File: config.mk
export PLATFORM = sky130hd
export DESIGN_NAME = ram_copy_dma_flat
export DESIGN_NICKNAME = d
export VERILOG_FILES = /design/src/rtl/ram_copy_dma_pkg.sv /design/src/rtl/ram_copy_dma_if.sv /design/src/rtl/ram_rd_lat_ctr.sv /design/src/rtl/ram_copy_dma.sv /design/src/flat_wrapper.sv
export SDC_FILE = /design/constraint.sdc
export NUM_CORES = 1
export LEC_CHECK = 0
export ABC_CLOCK_PERIOD_IN_PS = 2500
export CORE_MARGIN = 1.5
export CORE_UTILIZATION = 45
export DETAILED_ROUTE_END_ITERATION = 16
export PLACE_DENSITY = 0.76
export SYNTH_ARGS = -nofsm -noshare
export SYNTH_HDL_FRONTEND = slang
export SYNTH_SLANG_ARGS = --single-unit
File: constraint.sdc
create_clock -name clk -period 2.5 [get_ports clk]
set_input_delay 0.5 -clock clk [delete_from_list [all_inputs] [get_ports clk]]
set_output_delay 0.5 -clock clk [all_outputs]
set_load 0.005 [all_outputs]
File: src/rtl/ram_copy_dma_pkg.sv
// Shared types for the RAM copy DMA.
//   state_e : FSM state encoding (3 bits)
//   LAT_CW  : width of the read-latency down-counter (covers RD_LAT 1..7)
package ram_dma_pkg;

   localparam int unsigned LAT_CW = 3;

   typedef enum logic [2:0] {
      StIdle  = 3'd0,
      StRead  = 3'd1,
      StWait  = 3'd2,
      StWrite = 3'd3,
      StDone  = 3'd4
   } state_e;

endpackage

File: src/rtl/ram_copy_dma_if.sv
// RAM port-pair bundle between the copy engine and a single RAM.
//   master : the initiator (drives strobes, addresses, write data; receives rd_data)
//   slave  : the RAM (receives strobes/addresses/write data; drives rd_data)
interface ram_copy_dma_if #(
   parameter int unsigned AW = 32,
   parameter int unsigned DW = 32
) ();

   logic          rd_en;
   logic [AW-1:0] rd_addr;
   logic [DW-1:0] rd_data;
   logic          wr_en;
   logic [AW-1:0] wr_addr;
   logic [DW-1:0] wr_data;

   modport master (
      output rd_en, rd_addr, wr_en, wr_addr, wr_data,
      input  rd_data
   );

   modport slave (
      input  rd_en, rd_addr, wr_en, wr_addr, wr_data,
      output rd_data
   );

endinterface

File: src/rtl/ram_rd_lat_ctr.sv
// Read-latency timer for the copy engine.
//   clk, rstn : clock, asynchronous active-low reset
//   load      : restart the count (asserted in the read cycle)
//   en        : counting enabled (asserted while waiting for read data)
//   expire    : high in the RD_LAT-th waiting cycle, i.e. the cycle rd_data is captured
module ram_rd_lat_ctr
   import ram_dma_pkg::*;
#(
   parameter int unsigned RD_LAT = 1
) (
   input  logic clk,
   input  logic rstn,
   input  logic load,
   input  logic en,
   output logic expire
);

   logic [LAT_CW-1:0] cnt_q;

   always_ff @(posedge clk or negedge rstn) begin
      if (!rstn) begin
         cnt_q <= '0;
      end else if (load) begin
         cnt_q <= LAT_CW'(RD_LAT - 1);
      end else if (en && (cnt_q != '0)) begin
         cnt_q <= cnt_q - LAT_CW'(1);
      end
   end

   assign expire = en && (cnt_q == '0);

endmodule

File: src/rtl/ram_copy_dma.sv
// Word-by-word RAM-to-RAM copy engine: on an accepted start, copies len words from
// src_addr to dst_addr (ascending, addresses wrap modulo 2^AW), RD_LAT+2 cycles per word.
//   clk, rstn          : clock, asynchronous active-low reset
//   start              : request, only honoured in idle
//   src_addr, dst_addr : first source / destination word address (latched on start)
//   len                : word count (latched on start); 0 gives an immediate done
//   busy               : high while reading, waiting or writing
//   done               : one-cycle completion pulse
//   checksum           : sum of written words when RAM_COPY_CHECKSUM_EN is defined, else 0
//   ram                : RAM port pair (master side)
// Optional feature macro: RAM_COPY_CHECKSUM_EN.
module ram_copy_dma
   import ram_dma_pkg::*;
#(
   parameter int unsigned AW     = 32,
   parameter int unsigned DW     = 32,
   parameter int unsigned LW     = 16,
   parameter int unsigned RD_LAT = 1
) (
   input  logic           clk,
   input  logic           rstn,
   input  logic           start,
   input  logic [AW-1:0]  src_addr,
   input  logic [AW-1:0]  dst_addr,
   input  logic [LW-1:0]  len,
   output logic           busy,
   output logic           done,
   output logic [DW-1:0]  checksum,
   ram_copy_dma_if.master ram
);

   state_e        state_q, state_d;
   logic [AW-1:0] src_q, dst_q;
   logic [LW-1:0] rem_q;
   logic [DW-1:0] data_q;
   logic [AW-1:0] rd_addr_q, wr_addr_q;
   logic          accept;
   logic          lat_expire;

   assign accept = (state_q == StIdle) && start;

   ram_rd_lat_ctr #(
      .RD_LAT (RD_LAT)
   ) u_lat (
      .clk    (clk),
      .rstn   (rstn),
      .load   (state_q == StRead),
      .en     (state_q == StWait),
      .expire (lat_expire)
   );

   always_ff @(posedge clk or negedge rstn) begin
      if (!rstn) begin
         state_q <= StIdle;
      end else begin
         state_q <= state_d;
      end
   end

   always_comb begin
      state_d = state_q;
      unique case (state_q)
         StIdle: begin
            if (start) begin
               state_d = (len != '0) ? StRead : StDone;
            end
         end
         StRead:  state_d = StWait;
         StWait: begin
            if (lat_expire) begin
               state_d = StWrite;
            end
         end
         StWrite: state_d = (rem_q == LW'(1)) ? StDone : StRead;
         StDone:  state_d = StIdle;
         default: state_d = StIdle;
      endcase
   end

   // rd_addr_q/wr_addr_q remember the last strobed address so the bus holds still
   // while cur_src/cur_dst advance underneath it.
   always_ff @(posedge clk or negedge rstn) begin
      if (!rstn) begin
         src_q     <= '0;
         dst_q     <= '0;
         rem_q     <= '0;
         data_q    <= '0;
         rd_addr_q <= '0;
         wr_addr_q <= '0;
      end else begin
         if (accept) begin
            src_q <= src_addr;
            dst_q <= dst_addr;
            rem_q <= len;
         end
         if (state_q == StRead) begin
            rd_addr_q <= src_q;
         end
         if ((state_q == StWait) && lat_expire) begin
            data_q <= ram.rd_data;
         end
         if (state_q == StWrite) begin
            wr_addr_q <= dst_q;
            src_q     <= src_q + AW'(1);
            dst_q     <= dst_q + AW'(1);
            rem_q     <= rem_q - LW'(1);
         end
      end
   end

   assign ram.rd_en   = (state_q == StRead);
   assign ram.rd_addr = ram.rd_en ? src_q : rd_addr_q;
   assign ram.wr_en   = (state_q == StWrite);
   assign ram.wr_addr = ram.wr_en ? dst_q : wr_addr_q;
   assign ram.wr_data = data_q;

   assign busy = (state_q == StRead) || (state_q == StWait) || (state_q == StWrite);
   assign done = (state_q == StDone);

`ifdef RAM_COPY_CHECKSUM_EN
   logic [DW-1:0] csum_q;

   always_ff @(posedge clk or negedge rstn) begin
      if (!rstn) begin
         csum_q <= '0;
      end else if (accept) begin
         csum_q <= '0;
      end else if (state_q == StWrite) begin
         csum_q <= csum_q + data_q;
      end
   end

   assign checksum = csum_q;
`else
   assign checksum = '0;
`endif

endmodule

File: src/flat_wrapper.sv
// flat-port wrapper written by rule: the top's interface ports become plain ports
module ram_copy_dma_flat import ram_dma_pkg::*;
#(
   parameter int unsigned AW     = 32,
   parameter int unsigned DW     = 32,
   parameter int unsigned LW     = 16,
   parameter int unsigned RD_LAT = 1
)
  (clk, rstn, start, src_addr, dst_addr, len, busy, done, checksum, ram_rd_en, ram_rd_addr, ram_wr_en, ram_wr_addr, ram_wr_data, ram_rd_data);
  ram_copy_dma_if #(.AW(AW), .DW(DW)) ram_i ();
  input  logic clk;
  input  logic rstn;
  input  logic start;
  input  logic [AW-1:0] src_addr;
  input  logic [AW-1:0] dst_addr;
  input  logic [LW-1:0] len;
  output logic busy;
  output logic done;
  output logic [DW-1:0] checksum;
  output wire logic [$bits(ram_i.rd_en)-1:0] ram_rd_en;
  output wire logic [$bits(ram_i.rd_addr)-1:0] ram_rd_addr;
  output wire logic [$bits(ram_i.wr_en)-1:0] ram_wr_en;
  output wire logic [$bits(ram_i.wr_addr)-1:0] ram_wr_addr;
  output wire logic [$bits(ram_i.wr_data)-1:0] ram_wr_data;
  input wire logic [$bits(ram_i.rd_data)-1:0] ram_rd_data;
  assign ram_rd_en = ram_i.rd_en;
  assign ram_rd_addr = ram_i.rd_addr;
  assign ram_wr_en = ram_i.wr_en;
  assign ram_wr_addr = ram_i.wr_addr;
  assign ram_wr_data = ram_i.wr_data;
  assign ram_i.rd_data = ram_rd_data;
  ram_copy_dma #(.AW(AW), .DW(DW), .LW(LW), .RD_LAT(RD_LAT)) u_core (.clk(clk), .rstn(rstn), .start(start), .src_addr(src_addr), .dst_addr(dst_addr), .len(len), .busy(busy), .done(done), .checksum(checksum), .ram(ram_i));
endmodule
==> results of run 1 <==
==> worst paths after layout <==
path	slack, ns	startpoint	endpoint	depth (start not counted)
setup / recovery	0.04	u_core.state_q[1]	ram_rd_addr[25]	6
hold / removal	0.05	rstn	u_core.rem_q[4]	1
setup reg to reg	0.27	u_core.state_q[2]	u_core.rem_q[14]	7
hold reg to reg	0.47	u_core.wr_addr_q[8]	u_core.wr_addr_q[8]	2
max in group asynchronous	1.76	rstn	u_core.wr_addr_q[19]	2
min in group clk	0.47	u_core.wr_addr_q[8]	u_core.wr_addr_q[8]	2
==> cells by family after synthesis <==
logic type | after synthesis | synth area share [%]
other cells | 1 | 0.0417
compound gates | 162 | 13.0
fa+ha+maj | 6 | 0.835
buf+inv | 98 | 5.88
xor+xnor | 2 | 0.195
mux | 67 | 8.35
flops | 182 | 50.6
simple gates | 378 | 21.1
==> power by group through the flow <==
| stage | clock, W | combinational, W | sequential [W] |
|---|---|---|---|
| 6_report | 0.00255 | 0.00765 | 0.00555 |
| 5_1_grt | 0.00272 | 0.00836 | 0.00572 |
| 3_5_place_dp | 0 | 0.00688 | 0.00553 |
| 2_1_floorplan | 0 | 0.00378 | 0.00515 |
| 3_3_place_gp | 0 | 0.00672 | 0.00546 |
| 4_1_cts | 0.00259 | 0.00780 | 0.00551 |
==> timing repair <==
item,4_1_cts,5_1_grt
hold endpoints to repair,0,0
cloned,6,1
buffers inserted,23,5
endpoints found under the setup margin,65,42
pin swaps,1,2
resized for setup,204,29
==> state kept, by name, indices dropped and copies added (netlist names) <==
register and flops:
u_core.dst_q 32, u_core.ram.wr_data 32, u_core.rd_addr_q 32, u_core.rem_q 16, u_core.src_q 32, u_core.state_q 3
u_core.u_lat.cnt_q 3, u_core.wr_addr_q 32
==> synth_stat cells, types with 9 or more instances <==
cell      instances  area [µm²]
mux2_2           58         653
o211ai_1         15         113
a21oi_1          27         135
buf_2            24         120
nor2_1           68         255
nand2_1         159         597
and2_1            9        56.3
dfrtp_1         182        4550
buf_1             9        33.8
o21ai_0          20         100
a211oi_1         19         143
a311oi_1         10        87.6
nand4_1          24         150
inv_1            12        45.0
and3_1           13        81.3
clkbuf_1         18        67.6
nand3_1          29         145
nor3_1           24         120
buf_4            33         248
==> final cells by class <==
class	count	area, µm²	share of cell area [%]
sequential	182	4560	36.6
antenna	1	2.50	0.0201
timing repair buffer	275	2790	22.4
clock inverter	11	101	0.813
clock buffer	21	450	3.61
inverter	13	56.3	0.452
tap	265	332	2.66
multi-input combinational	647	4170	33.5
==> through the flow <==
step | util, % | hold slack [ns]
2_1_floorplan | - | 0.204
3_3_place_gp | 58.6 | 0.457
3_5_place_dp | 58.6 | 0.459
4_1_cts | 64.0 | 0.0823
5_1_grt | 63.8 | 0.114
6_report | 63.8 | 0.0471
==> metal layers <==
| metal | vias to the layer above | global-route usage (%) | share of wire, % |
|---|---|---|---|
| li1 | 3674 | - | - |
| met2 | 325 | 40.0 | 48 |
| met1 | 3940 | 32.3 | 42 |
| met3 | 44 | 6.23 | 8.4 |
| met5 | - | 0 | 0.035 |
| met4 | 2 | 7.28 | 1.9 |
==> reports/metrics.yaml, run 1 <==
detailed_routing:
  drt_pass1_iterations: 5
  drc: 0
  vias: 7985
  drt-initial-drc-count: 603
  detail-route-antenna-nets: 0
  wl_um: 25500
  via_per_inst: 5.64
  wl_per_cell_um: 18.0
worst_setup_path:
  slowest_delay_ns: 0.45
  critPathMostFrequentCell: "buf_6"
  cp_cell_sequence: "nor3b_4, buf_6, buf_12, buf_6, mux2_4, buf_6"
  worst-path-buf-inv: 4
  end_kind: "primary output"
  cp_data_arrival_time_ns: 1.96
  crit_type: "register to primary output"
  crit_slowest_cell: "dfrtp_2"
  crit_family: "buffers and inverters"
  worstPathRequired_ns: 2.00
  start_kind: "register"
  path_max_fanout: 8
placement:
  placed_area_um2: 11400
  port_buffers: 214
  post-place-ws_ns: 0.151
  placed_cells: 1351
  place_congestion: 0.867
  hpwl_um: 17000
pwr:
  p_total_w: 0.0158
  pwr-share-seq_pct: 35.2
  p_leak_nw: 5.50
  netSwitchingPower_w: 0.00580
  power_frac_comb_pct: 48.6
  ir_drop_uv: 653
  internal_power_w: 0.00995
  clkPwrFrac_pct: 16.2
  powerDensity_nw_per_um2: 1260
  switching_share_pct: 36.8
clock_network:
  cts_buffers: 17
  cts_tree: "done"
  clk_pin_slew_ns: 0.06
  cts_max_level: 4
  hold_buffers: 0
  cts_sinks: 182
  root_buffer: "clkbuf_16"
  insertion_delay_ns: 0.43
  cts.path.max_buffers: 2
timing:
  finalCritPeriodShare_pct: 98.4
  worst_slew_pin_slew_ns: 0.979
  setup_ws_ns: 0.0399
  setup_viol: 0
  skew_ns: 0.0127
  fmax_mhz: 406
  slew_violations: 0
  rsz0062_at_grt: "yes"
  tns_ns: 0
  hold_viol: 0
  period_minus_slack_ns: 2.46
  relSlewSlack_pct: 34.5
logic_synthesis:
  synth_edf_count: 0
  syn-instance-count: 896
  ys_seq_elements: 182
  synth_seq_area_share_pct: 50.6
  async_reset_ff_share_pct: 100
  avgSynthCellArea_um2: 10.0
  synth.distinct_cells: 73
  yosys_warnings: 0
  synthFlopType: "dfrtp_1"
  syn_area_um2: 8990
global_route:
  grt_max_degree: 64
  grt_pass1_wl_um: 39800
  grt-ovfl-total: 0
  grt_usage_pct: 24.5
  grt_pass1_vias: 7596
  antenna_found_initial: 2
final_layout:
  layout_commonest_cell: "dfrtp_1"
  fin_nets: 1257
  area_growth_pct: 38.5
  most-common-layout-cells: "179 x dfrtp_1, 158 x nand2_1, 148 x clkdlybuf4s50_1, 66 x nor2_1"
  drive_above_1_share_pct: 18.2
  stdcell_count: 1415
  nFillCells: 1584
  final_area_um2: 12500
outcome:
  status: "completed"
die:
  ios: 247
  design.core.area_um2: 19500
  chipWidth_um: 144
  die_h_um: 144
  floorplan.rows: 51
  start_util_pct: 46.1
  die-area_um2: 20800
flow_run:
  maxCapViolations: 0
min_path:
  hold_path_class: "primary input to asynchronous set/reset pin"
(Power assumes the default switching activity.)
==> run 2, diff against run 1 <==
--- a/config.mk
+++ b/config.mk
@@ -5,11 +5,12 @@
 export SDC_FILE = /design/constraint.sdc
 export NUM_CORES = 1
 export LEC_CHECK = 0
-export ABC_CLOCK_PERIOD_IN_PS = 2500
+export ABC_CLOCK_PERIOD_IN_PS = 2190
 export CORE_MARGIN = 1.5
-export CORE_UTILIZATION = 45
+export CORE_UTILIZATION = 44
 export DETAILED_ROUTE_END_ITERATION = 16
-export PLACE_DENSITY = 0.76
+export GPL_ROUTABILITY_DRIVEN = 0
+export PLACE_DENSITY = 0.77
 export SYNTH_ARGS = -nofsm -noshare
 export SYNTH_HDL_FRONTEND = slang
 export SYNTH_SLANG_ARGS = --single-unit
==> constraint.sdc (replaced) <==
create_clock -name clk -period 2.19 [get_ports clk]
set_input_delay 0.438 -clock clk [delete_from_list [all_inputs] [get_ports clk]]
set_output_delay 0.438 -clock clk [all_outputs]
set_load 0.005 [all_outputs]
==> reports/metrics.yaml, run 2 (synthesized netlist as in run 1, its figures left out) <==
flow_run:
  maxCapViolations: 0
detailed_routing:
  wl_per_cell_um: 19.3
  vias: 8446
  wl_um: 28700
  via_per_inst: 5.66
  drt_pass1_iterations: 5
  drt-initial-drc-count: 606
  detail-route-antenna-nets: 0
  drc: 0
pwr:
  power_frac_comb_pct: 53.5
  internal_power_w: 0.0135
  p_leak_nw: 6.12
  switching_share_pct: 36.8
  pwr-share-seq_pct: 30.3
  netSwitchingPower_w: 0.00786
  powerDensity_nw_per_um2: 1550
  clkPwrFrac_pct: 16.2
  ir_drop_uv: 793
die:
  die-area_um2: 21300
  die_h_um: 146
  floorplan.rows: 52
  ios: 247
  design.core.area_um2: 20200
  start_util_pct: 44.6
  chipWidth_um: 146
final_layout:
  drive_above_1_share_pct: 31.8
  layout_commonest_cell: "dfrtp_1"
  most-common-layout-cells: "182 x dfrtp_1, 145 x clkdlybuf4s50_1, 94 x nand2_1, 87 x buf_4, 65 x nor2_1"
  area_growth_pct: 53.2
  stdcell_count: 1492
  fin_nets: 1330
  nFillCells: 1471
  antenna_cells: 0
outcome:
  status: "finished, violations left"
  violations: "negative setup slack"
global_route:
  antenna_found_initial: 0
  grt_usage_pct: 26.7
  grt_pass1_wl_um: 44700
  grt-ovfl-total: 0
  grt_pass1_vias: 8192
  grt_max_degree: 54
clock_network:
  cts.path.max_buffers: 2
  cts_max_level: 4
  insertion_delay_ns: 0.44
  clk_pin_slew_ns: 0.07
  cts_tree: "done"
  root_buffer: "clkbuf_16"
  cts_buffers: 17
  cts_sinks: 182
timing:
  skew_ns: 0.0143
  hold_viol: 0
  fmax_mhz: 427
  relSlewSlack_pct: 61.9
  period_minus_slack_ns: 2.34
  slew_violations: 0
  setup_ws_ns: -0.149
  worst_slew_pin_slew_ns: 0.572
  rsz0062_at_grt: "yes"
  setup_viol: 57
  finalCritPeriodShare_pct: 107
worst_setup_path:
  ff2ff_path_depth: 9
  worstReg2RegEnd: "u_core.rem_q[14]"
  start_kind: "register"
  rrSetupSlack_ns: 0.02
  crit_slowest_cell: "dfrtp_1"
  path_max_fanout: 5
  slowest_delay_ns: 0.42
  end_kind: "primary output"
  worstPathRequired_ns: 1.75
  rr_startpoint: "u_core.state_q[2]"
  crit_type: "register to primary output"
  cp_data_arrival_time_ns: 1.90
  cp_cell_sequence: "nor3b_4, buf_6, buf_12, buf_12, mux2_4, buf_6"
placement:
  post-place-ws_ns: -0.0265
  placed_cells: 1376
  port_buffers: 214
  hpwl_um: 17600
min_path:
  whs_endpoint: "u_core.wr_addr_q[15]"
  min_from: "u_core.wr_addr_q[15]"
  hold_depth: 2
  hold_path_class: "register to register"
[run 2: cell types whose count changed in the layout (fill, tap and decap cells not counted), moves of 4 or more]
cell,before,now
nand2_1,158,94
buf_2,9,17
buf_4,32,87
bufinv_16,1,5
dlymetal6s2s_1,10,0
nand2_4,0,39
clkbuf_2,10,3
buf_12,10,19
buf_6,27,64
dlygate4sd2_1,23,2
nand2_2,2,27
[run 2: critical path: cells and delay by family (launching register included)]
family        cells  cell delay (ns)
buf+inv           4             0.50
flops             1             0.42
mux               1             0.32
simple gates      1             0.23
[run 2: timing repair]
action,in CTS,in global routing
endpoints found under the setup margin,68,86
setup buffers,60,27
pin swaps,20,50
gates cloned,11,2
hold buffers,1,0
gates resized for setup,374,150
hold endpoints to repair,27,0
[run 2: per-layer routing]
metal | track usage [%] | part of all wire [%]
met1 | 36.4 | 42
met2 | 42.7 | 49
met3 | 5.71 | 7.0
met4 | 8.84 | 2.1
met5 | 0 | 0
[run 2: how the worst max path moves through the flow]
stage	from	endpoint	slack, ns	depth (start not counted)
2_1_floorplan	u_core.state_q[2]	ram_wr_addr[19]	0.12	8
4_1_cts	u_core.state_q[2]	ram_wr_addr[16]	-0.24	8
3_3_place_gp	start	u_core.dst_q[6]	0.02	8
3_5_place_dp	start	u_core.dst_q[17]	-0.03	6
5_1_grt	u_core.state_q[1]	ram_rd_addr[21]	-0.24	6
6_report	u_core.state_q[1]	ram_rd_addr[20]	-0.15	6
[run 2: stage by stage]
step | setup TNS (ns) | instance area [µm²] | power [W] | utilization [%] | hold slack, ns
2_1_floorplan | 0 | 9110 | 0.0102 | - | 0.142
3_3_place_gp | 0 | 11600 | 0.0141 | 57.7 | 0.453
3_5_place_dp | -0.0266 | 11600 | 0.0144 | 57.7 | 0.461
4_1_cts | -11.23 | 13300 | 0.0203 | 65.9 | 0.475
5_1_grt | -10.17 | 13800 | 0.0225 | 68.3 | 0.488
6_report | -4.90 | 13800 | 0.0214 | 68.3 | 0.472
[run 2: power by group through the flow]
stage                     Clock [W]  Sequential (W)  Combinational (W)
after floorplan                   0         0.00588            0.00431
after global placement            0         0.00621            0.00794
after detailed placement          0         0.00628            0.00813
after CTS                   0.00352         0.00627             0.0105
after global routing        0.00366         0.00668             0.0122
final                       0.00347         0.00647             0.0114
[run 2: area by class of cell]
class,instances,area [µm²],share of cell area [%]
Tap cell,270,338,2.45
Multi-Input combinational cell,647,4630,33.6
Sequential cell,182,4550,33.1
Inverter,13,56.3,0.409
Clock inverter,13,215,1.56
Timing Repair Buffer,348,3540,25.7
Clock buffer,19,443,3.22
==> run 3, diff against run 2 <==
--- a/config.mk
+++ b/config.mk
@@ -11,6 +11,7 @@
 export DETAILED_ROUTE_END_ITERATION = 16
 export GPL_ROUTABILITY_DRIVEN = 0
 export PLACE_DENSITY = 0.77
+export SETUP_SLACK_MARGIN = 0.02
 export SYNTH_ARGS = -nofsm -noshare
 export SYNTH_HDL_FRONTEND = slang
 export SYNTH_SLANG_ARGS = --single-unit
==> reports/metrics.yaml, run 3 (synthesized netlist as in run 1, its figures left out) <==
outcome:
  status: "finished, violations left"
  violations: "negative setup slack"
placement:
  placed_cells: 1376
  port_buffers: 214
  placed_area_um2: 11600
  post-place-ws_ns: -0.0265
  hpwl_um: 17600
timing:
  slew_violations: 0
  fmax_mhz: 428
  relSlewSlack_pct: 61.6
  period_minus_slack_ns: 2.33
  rsz0062_at_grt: "yes"
  finalCritPeriodShare_pct: 107
  hold_viol: 0
  worst_slew_pin_slew_ns: 0.577
  setup_ws_ns: -0.144
  setup_viol: 57
  skew_ns: 0.0139
  tns_ns: -4.27
worst_setup_path:
  crit_type: "register to primary output"
  ff2ff_path_depth: 9
  worstSetupPathDepth: 6
  path_max_fanout: 5
  cp_cell_sequence: "nor3b_4, buf_6, buf_12, buf_12, mux2_4, buf_6"
  slowest_delay_ns: 0.42
  end_kind: "primary output"
  worst-path-buf-inv: 4
  worstPathRequired_ns: 1.75
  crit_slowest_cell: "dfrtp_1"
  cp_data_arrival_time_ns: 1.90
  crit_family: "buffers and inverters"
  start_kind: "register"
detailed_routing:
  via_per_inst: 5.63
  wl_um: 28900
  vias: 8438
  drt_pass1_iterations: 5
  drt-initial-drc-count: 614
  detail-route-antenna-nets: 0
  drc: 0
  wl_per_cell_um: 19.3
global_route:
  grt_pass1_wl_um: 45000
  grt_pass1_vias: 8253
  grt-ovfl-total: 0
  antenna_found_initial: 0
  grt_usage_pct: 26.9
  grt_max_degree: 54
clock_network:
  root_buffer: "clkbuf_16"
  cts_sinks: 182
  cts.path.max_buffers: 2
  cts_buffers: 17
  cts_tree: "done"
  insertion_delay_ns: 0.44
  clk_pin_slew_ns: 0.07
  cts_max_level: 4
die:
  ios: 247
  floorplan.rows: 52
  die-area_um2: 21300
  design.core.area_um2: 20200
  start_util_pct: 44.6
  die_h_um: 146
  chipWidth_um: 146
final_layout:
  nFillCells: 1462
  area_growth_pct: 54.2
  most-common-layout-cells: "182 x dfrtp_1, 145 x clkdlybuf4s50_1, 89 x buf_4, 87 x nand2_1, 67 x buf_6"
  drive_above_1_share_pct: 32.5
  antenna_cells: 0
  fin_nets: 1337
  final_area_um2: 13900
  stdcell_count: 1499
  layout_commonest_cell: "dfrtp_1"
flow_run:
  maxCapViolations: 0
pwr:
  p_leak_nw: 6.18
  powerDensity_nw_per_um2: 1560
  ir_drop_uv: 795
min_path:
  hold_depth: 2
  hold_path_class: "register to register"
[run 3: repair_timing]
| item | in CTS | in global routing |
|---|---|---|
| hold buffers | 1 | 0 |
| gates cloned | 11 | 3 |
| setup buffers | 60 | 34 |
| endpoints found under the hold margin | 27 | 0 |
| pin swaps | 20 | 49 |
| endpoints found under the setup margin | 68 | 90 |
| resized for setup | 380 | 161 |
[run 3: layer usage]
metal	wire, µm	up-vias	part of all wire (%)	track usage [%]
li1	-	3828	-	-
met1	12000	4143	42	36.5
met2	14100	412	49	43.0
met3	2120	55	7.3	5.74
met4	624	0	2.2	9.19
met5	0	-	0	0
[run 3: per-stage QoR]
stage	power, W	hold slack [ns]	utilization, %
floorplan	0.0102	0.142	-
global placement	0.0141	0.453	57.7
detailed placement	0.0144	0.461	57.7
CTS	0.0203	0.475	65.9
global route	0.0227	0.488	68.8
finish	0.0216	0.475	68.8
[run 3: path summary, 6_finish.rpt]
check / slack (ns) / endpoint / start
max: -0.14 / ram_rd_addr[20] / u_core.state_q[1]
max reg2reg: 0.03 / u_core.rem_q[14] / u_core.state_q[2]
max in group asynchronous: 1.00 / u_core.src_q[1] / rstn
min: 0.47 / u_core.wr_addr_q[15] / u_core.wr_addr_q[15]
min in group asynchronous: 0.55 / u_core.rem_q[12] / rstn
min reg2reg: 0.47 / u_core.wr_addr_q[15] / u_core.wr_addr_q[15]
[run 3: report_power, final]
group          total, W  internal, W  switching (W)  leakage (nW)
Clock           0.00348      0.00208        0.00140         0.319
Combinational    0.0116      0.00660        0.00502          3.70
Sequential      0.00649      0.00496        0.00153          2.16
[run 3: tightest hold or removal path, delay by kind of cell (launching register included)]
family / cells / cell delay, ns
flops: 1 / 0.33
simple gates: 2 / 0.11
[run 3: cell type report]
| class | instances | area (µm²) | area share [%] |
|---|---|---|---|
| Inverter | 13 | 56.3 | 0.406 |
| Multi-Input combinational cell | 647 | 4630 | 33.4 |
| Sequential cell | 182 | 4550 | 32.8 |
| Clock buffer | 19 | 443 | 3.19 |
| Timing Repair Buffer | 355 | 3630 | 26.2 |
| Tap cell | 270 | 338 | 2.44 |
| Clock inverter | 13 | 215 | 1.55 |
